## src/rtl/switch_input_conditioner.sv

```systemverilog
// Synchronizes and debounces SW[3:0] and BTNC, then drives the decoder select/enable.
// Optional macro COND_LATCH_EN: dec_w/dec_en latch on each button press instead of passing through.
module switch_input_conditioner #(
  parameter int DEBOUNCE_CYCLES = 1000000,
  parameter int CNT_W           = 20,
  parameter int SYNC_STAGES     = 2
) (
  input  logic       CLK100MHZ,
  input  logic       CPU_RESETN,
  input  logic [3:0] SW,
  input  logic       BTNC,
  output logic [3:0] sw_clean,
  output logic       btn_level,
  output logic       btn_rise,
  output logic [3:0] dec_w,
  output logic       dec_en
);

  localparam logic [CNT_W-1:0] LAST = CNT_W'(DEBOUNCE_CYCLES - 1);

  logic [4:0] sync_q [SYNC_STAGES];
  logic [3:0] sw_s;
  logic       btn_s;

  always_ff @(posedge CLK100MHZ or negedge CPU_RESETN) begin
    if (!CPU_RESETN) begin
      for (int i = 0; i < SYNC_STAGES; i++)
        sync_q[i] <= '0;
    end else begin
      sync_q[0] <= {SW, BTNC};
      for (int i = 1; i < SYNC_STAGES; i++)
        sync_q[i] <= sync_q[i-1];
    end
  end

  assign sw_s  = sync_q[SYNC_STAGES-1][4:1];
  assign btn_s = sync_q[SYNC_STAGES-1][0];

  logic [3:0]       a_prev, a_clean, a_clean_d;
  logic [CNT_W-1:0] a_cnt, a_cnt_d;
  logic             b_prev, b_clean, b_clean_d;
  logic [CNT_W-1:0] b_cnt, b_cnt_d;
  logic             rise_q;

  // Channel A treats the switch bus as one word so mixed values never pass.
  always_comb begin
    a_cnt_d   = a_cnt;
    a_clean_d = a_clean;
    if (sw_s == a_clean) begin
      a_cnt_d = '0;
    end else if (sw_s != a_prev) begin
      a_cnt_d = '0;
    end else if (a_cnt == LAST) begin
      a_clean_d = sw_s;
      a_cnt_d   = '0;
    end else begin
      a_cnt_d = a_cnt + CNT_W'(1);
    end
  end

  always_comb begin
    b_cnt_d   = b_cnt;
    b_clean_d = b_clean;
    if (btn_s == b_clean) begin
      b_cnt_d = '0;
    end else if (btn_s != b_prev) begin
      b_cnt_d = '0;
    end else if (b_cnt == LAST) begin
      b_clean_d = btn_s;
      b_cnt_d   = '0;
    end else begin
      b_cnt_d = b_cnt + CNT_W'(1);
    end
  end

  always_ff @(posedge CLK100MHZ or negedge CPU_RESETN) begin
    if (!CPU_RESETN) begin
      a_prev  <= '0;
      a_cnt   <= '0;
      a_clean <= '0;
      b_prev  <= 1'b0;
      b_cnt   <= '0;
      b_clean <= 1'b0;
      rise_q  <= 1'b0;
    end else begin
      a_prev  <= sw_s;
      a_cnt   <= a_cnt_d;
      a_clean <= a_clean_d;
      b_prev  <= btn_s;
      b_cnt   <= b_cnt_d;
      b_clean <= b_clean_d;
      rise_q  <= b_clean_d & ~b_clean;
    end
  end

  assign sw_clean  = a_clean;
  assign btn_level = b_clean;
  assign btn_rise  = rise_q;

`ifdef COND_LATCH_EN
  logic [3:0] w_q;
  logic       en_q;

  always_ff @(posedge CLK100MHZ or negedge CPU_RESETN) begin
    if (!CPU_RESETN) begin
      w_q  <= '0;
      en_q <= 1'b0;
    end else if (rise_q) begin
      w_q  <= a_clean;
      en_q <= ~en_q;
    end
  end

  assign dec_w  = w_q;
  assign dec_en = en_q;
`else
  assign dec_w  = a_clean;
  assign dec_en = b_clean;
`endif

endmodule

```

## config.mk

```make
export PLATFORM = sky130hd
export DESIGN_NAME = switch_input_conditioner
export DESIGN_NICKNAME = d
export VERILOG_FILES = /design/src/rtl/switch_input_conditioner.sv
export SDC_FILE = /design/constraint.sdc
export NUM_CORES = 1
export LEC_CHECK = 0
export BUFFER_PORTS_ARGS = -buffer_cell sky130_fd_sc_hd__buf_4
export CELL_PAD_IN_SITES_DETAIL_PLACEMENT = 0
export CELL_PAD_IN_SITES_GLOBAL_PLACEMENT = 2
export CORE_AREA = 2 2 114 116
export DETAILED_ROUTE_END_ITERATION = 12
export DIE_AREA = 0 0 116 118
export PLACE_DENSITY = 0.47
export SYNTH_ARGS = -nofsm -noshare
export SYNTH_HDL_FRONTEND = slang
export SYNTH_SLANG_ARGS = --single-unit
```

## constraint.sdc

```tcl
create_clock -name CLK100MHZ -period 4 [get_ports CLK100MHZ]
set_input_delay 0.6 -clock CLK100MHZ [delete_from_list [all_inputs] [get_ports CLK100MHZ]]
set_output_delay 0.6 -clock CLK100MHZ [all_outputs]
set_load 0.02 [all_outputs]
```

Word level (Yosys, flattened, before mapping)
Index checks and enable logic that the tools add are counted.
{"block": "totals", "elab_cells": 31, "reg_bits": 61, "out_inout_bits": 11, "inputBits": 7}
{"block": "op_classes", "n_eq_ne": 6, "reduce_logical": 1, "muxes": 9, "add_sub_neg": 2, "n_bitwise": 4}
{"operator": "$mux W20", "count": 6}
{"operator": "$add A20 B1 Y20 const B", "count": 2}
{"operator": "$eq A20 B20 Y1 const B", "count": 2}
{"operator": "$eq A4 B4 Y1", "count": 1}
{"operator": "$ne A4 B4 Y1", "count": 1}
{"operator": "$mux W1", "count": 3}
{"operator": "$not A1 Y1", "count": 3}
{"operator": "$reduce_and A3 Y1", "count": 1}
{"operator": "$and A1 B1 Y1", "count": 1}
{"operator": "$eq A1 B1 Y1", "count": 1}
{"operator": "$ne A1 B1 Y1", "count": 1}

Longest topological paths before layout
{"block": "logic_depth", "word_depth": 5, "mapped_depth": 7, "mapped_depth_nobuf": 5}

Worst setup path after synthesis
Ideal clock, no wire load.
{"block": "synth_path", "path_kind": "reg-to-reg", "from": "register a_cnt[2]", "to": "register a_clean[0], in the netlist dec_w[0]", "setup_slack_ps": 2236, "path_stages_with_launch": 6, "setup_ps": 125, "period_less_slack_ps": 1764, "required_time_ps": 3875, "arrival_time_ps": 1640, "n_path_buf": 1, "cell_sequence": "dfrtp_1 and4_2 buf_2 nand2_2 nor4b_2 mux2_2"}
{"block": "synth_via", "elab_chain_len": 2}
{"element": "from (decl)", "line": "40", "rtl": "logic [CNT_W-1:0] a_cnt, a_cnt_d;"}
{"element": "from (signal assigned)", "line": "87", "rtl": "a_cnt <= a_cnt_d;"}
{"element": "$eq A20 B20 Y1", "line": "53", "rtl": "end else if (a_cnt == LAST) begin"}
{"element": "$reduce_and A3 Y1 (no line)"}
{"element": "to (signal assigned)", "line": "88", "rtl": "a_clean <= a_clean_d;"}
{"element": "to (decl)", "line": "39", "rtl": "logic [3:0] a_prev, a_clean, a_clean_d;"}
Every way passes these cells.
A chain may end at the register's enable or synchronous reset.

Worst setup path in the final report
{"block": "layout_path", "from": "register b_cnt[0]", "to": "register b_cnt[2]"}
{"block": "layout_via", "elab_chain_len": 4, "word_cells_on_any_way": 5, "classes_between": "1 x add/sub; 1 x eq/ne; 3 x mux"}
{"element": "from (decl)", "line": "42", "rtl": "logic [CNT_W-1:0] b_cnt, b_cnt_d;"}
{"element": "from (signal assigned)", "line": "90", "rtl": "b_cnt <= b_cnt_d;"}
{"element": "$add A20 B1 Y20 / $eq A20 B20 Y1 (equally long branches)", "line": "72, 68"}
{"element": "$mux W20 *", "line": "68", "rtl": "end else if (b_cnt == LAST) begin"}
{"element": "$mux W20 *", "line": "66", "rtl": "end else if (btn_s != b_prev) begin"}
{"element": "$mux W20 *", "line": "64", "rtl": "if (btn_s == b_clean) begin"}
{"element": "net b_cnt_d[2]", "line": "42"}
The timed path passes the listed nets; every way through them passes the cells marked *.

==> flow_summary.yaml <==
synthesis:
  ys.warnings.count: 0
  synth_cell_types: 38
  yosys_register_bits: 61
  yosys.area.top_type: "dfrtp_1"
  avgSynthCellArea_sq_um: 10.9
  yosys-mux-area-fraction: 0.0161
  syn_nets: 266
  synth_area_sq_um: 2800
  synthSimpleGateAreaFrac: 0.239
  synthAdderAreaFrac: 0.00895
  synth.area.top_cells: "dfrtp_1 (55%), xor2_1 (8.1%), nand3_1 (3.2%)"
  netlist_instances: 257
  synth_top_family_by_area: "simple AND/OR/NAND/NOR gates"
  synth_compound_area_frac: 0.0528
  ys_seq_area_frac: 0.546
  yosys.area_share.xor_xnor: 0.103
  synth.top_cell.area_share: 0.546
setup_path:
  worstPathMaxFanout: 20
  crit_chain: "ha_1 -> and4_1 -> nand2_1 -> o21ai_2 -> nor2_1"
  timing.rr.end: "b_cnt[2]$_DFF_PN0_"
  rr_worst_depth: 5
  cp_slowest_cell: "o21ai_2"
  r2r_start: "b_cnt[0]$_DFF_PN0_"
  critPathKind: "register to register"
  worstSetupStartpointType: "register"
  arrival_ns: 2.40
  r2r_slack_ns: 1.78
  slowest_delay_ns: 0.78
  critPathCaptureType: "register"
  cp.required_ns: 4.18
  cp_top_family: "compound AO/OA/AOI/OAI gates"
  path_buf_inv: 0
clocking:
  htree_levels: 3
  cts_tree: "done"
  cts_root_buf: "clkbuf_16"
  clkTransAtPathRegs_ns: 0.05
  cts_setup_buffers: 0
  cts_buffers: 9
  insertion_delay_ns: 0.34
  holdBufCountCts: 0
  cts.sinks: 61
  cts_resized: 0
  clock_path_buffers: 2
die:
  io_pins: 18
  initial_core_util: 0.225
  die_height_um: 118
  core.rowCount: 41
  core-area_sq_um: 12400
  die_w_um: 116
  die_area_sq_um: 13700
power_and_ir_drop:
  total_power_w: 0.00158
  irDropWorstVdd_mv: 0.209
  p_leak_nw: 1.37
  power_per_cell_area_nw_per_um2: 466
timing:
  setup_viol: 0
  fin_crit_ns: 2.22
  finClkSkew_ns: 0.00625
  grt_setup_unrepaired: "false"
  relSlewSlack: 0.380
  fin_crit_sh: 0.556
  hold_viol: 0
  fin_tns_setup_ns: 0
  fmax_ghz: 0.449
  drv_slew: 0
  worst-slew-pin-transition_ns: 0.929
drt:
  viasPerCell: 4.37
  wl_met1_um: 3040
  drc: 0
  dr.pass1.iters: 4
  wl_met2_um: 2810
  vias: 1950
  wirelength_um: 6260
  highest_layer: "met4"
  detail-route-antenna-nets: 0
  wl_met3_um: 298
  drt_iter0_markers: 106
  wire_per_inst_um: 14.0
grt:
  antenna_found_initial: 0
  grt_max_degree: 62
  grt_use_total: 0.102
  overflow: 0
  grt_pass1_vias: 1965
  grt_pass1_wl_um: 10600
layout:
  nNetsFinal: 278
  final_cell_mix: "dfrtp_1 (61), xor2_1 (26), nand3_1 (18)"
  layout_commonest_cell: "dfrtp_1"
  nFillCells: 1319
  area_delta_synth_final_pct: 21.8
  seqCellArea_sq_um: 1530
  multi_input_area_sq_um: 1180
  n_antenna_cell: 0
  fin_util: 0.274
  drive_above_1_share: 0.161
placed_design:
  hpwlAfterDp_um: 3920
  place_congestion: 0.665
  port_buffers: 17
worst_hold_path:
  worst_hold_path_type: "input port to asynchronous set/reset pin"
outcome:
  status: "completed"
run:
  max-cap-violations: 0
[report_power, final]
| group | internal (W) | switching [W] |
|---|---|---|
| registers | 0.000627 | 0.00000653 |
| clock network | 0.000624 | 0.000295 |
| logic | 0.00000875 | 0.0000239 |
[worst register-to-register path, cell delays in order, from the launching register on]
cell and delay (ns):
dfrtp_1 0.38, ha_1 0.24, and4_1 0.36, nand2_1 0.19, o21ai_2 0.78, nor2_1 0.12
[final cells by class]
cell class                 count  area share
clock buffer                  10      0.0702
clock inverter                 6      0.0323
inverter                       2     0.00221
multi-input combinational    178       0.346
sequential                    61       0.448
tap                          172      0.0632
timing repair buffer          17      0.0375
[sequential cells by signal, indices dropped and copies added (netlist names), 4 cells and up]
name    flops
b_cnt      20
sync_q      5
dec_w       4
sw_s        4
a_cnt      20
a_prev      4
[cell families after synthesis]
| logic type | count (synthesis) |
|---|---|
| AO/OA/AOI/OAI | 26 |
| XOR/XNOR | 33 |
| adder cells (fa/ha/maj) | 2 |
| buffers and inverters | 18 |
| flip-flops | 61 |
| multiplexers | 4 |
| AND/OR/NAND/NOR | 113 |
[worst max path at each step]
| stage | start | endpoint | slack, ns | cells past startpoint |
|---|---|---|---|---|
| 5_1_grt | b_cnt[0]$_DFF_PN0_ | b_cnt[2]$_DFF_PN0_ | 1.45 | 5 |
| 3_3_place_gp | b_cnt[0]$_DFF_PN0_ | b_cnt[2]$_DFF_PN0_ | 1.71 | 5 |
| 6_report | b_cnt[0]$_DFF_PN0_ | b_cnt[2]$_DFF_PN0_ | 1.78 | 5 |
| 3_5_place_dp | b_cnt[0]$_DFF_PN0_ | b_cnt[2]$_DFF_PN0_ | 1.69 | 5 |
| 4_1_cts | b_cnt[0]$_DFF_PN0_ | b_cnt[2]$_DFF_PN0_ | 1.69 | 5 |
| 2_1_floorplan | a_cnt[2]$_DFF_PN0_ | dec_w[0]$_DFFE_PN0P_ | 2.24 | 5 |
[per-stage QoR]
step	cells	setup slack [ns]	cell area, sq um	hold WS [ns]
after global routing	446	1.45	3400	0.350
final	446	1.78	3400	0.338
after global placement	430	1.71	3060	0.334
after detailed placement	430	1.69	3060	0.336
after CTS	446	1.69	3400	0.349
after floorplan	257	2.24	2800	0.304
[cell usage after synthesis]
| library cell | n |
|---|---|
| a211oi_1 | 4 |
| a21oi_1 | 7 |
| a31o_2 | 1 |
| and2_1 | 3 |
| and3_1 | 5 |
| and3b_1 | 1 |
| and4_1 | 7 |
| and4_2 | 1 |
| buf_2 | 6 |
| buf_4 | 5 |
| clkbuf_1 | 5 |
| dfrtp_1 | 61 |
| ha_1 | 2 |
| inv_1 | 2 |
| mux2_2 | 4 |
| nand2_1 | 7 |
| nand2_2 | 1 |
| nand2b_1 | 2 |
| nand3_1 | 18 |
| nand4_1 | 12 |
| nand4_2 | 1 |
| nand4b_1 | 1 |
| nor2_1 | 15 |
| nor2_2 | 1 |
| nor3_1 | 14 |
| nor3b_1 | 2 |
| nor4_1 | 6 |
| nor4b_1 | 3 |
| nor4b_2 | 1 |
| o21ai_0 | 11 |
| o21ai_1 | 1 |
| o22ai_1 | 1 |
| o31ai_1 | 1 |
| or3_1 | 10 |
| or4_1 | 1 |
| or4b_1 | 1 |
| xnor2_1 | 7 |
| xor2_1 | 26 |
[routing by layer]
metal  global-route usage  up-vias
met1                0.134      952
met5                    0        -
met3               0.0453       10
met2                0.147       36
met4               0.0402        0
li1                     -      952
Note: power is estimated with default switching activity, not from simulation.
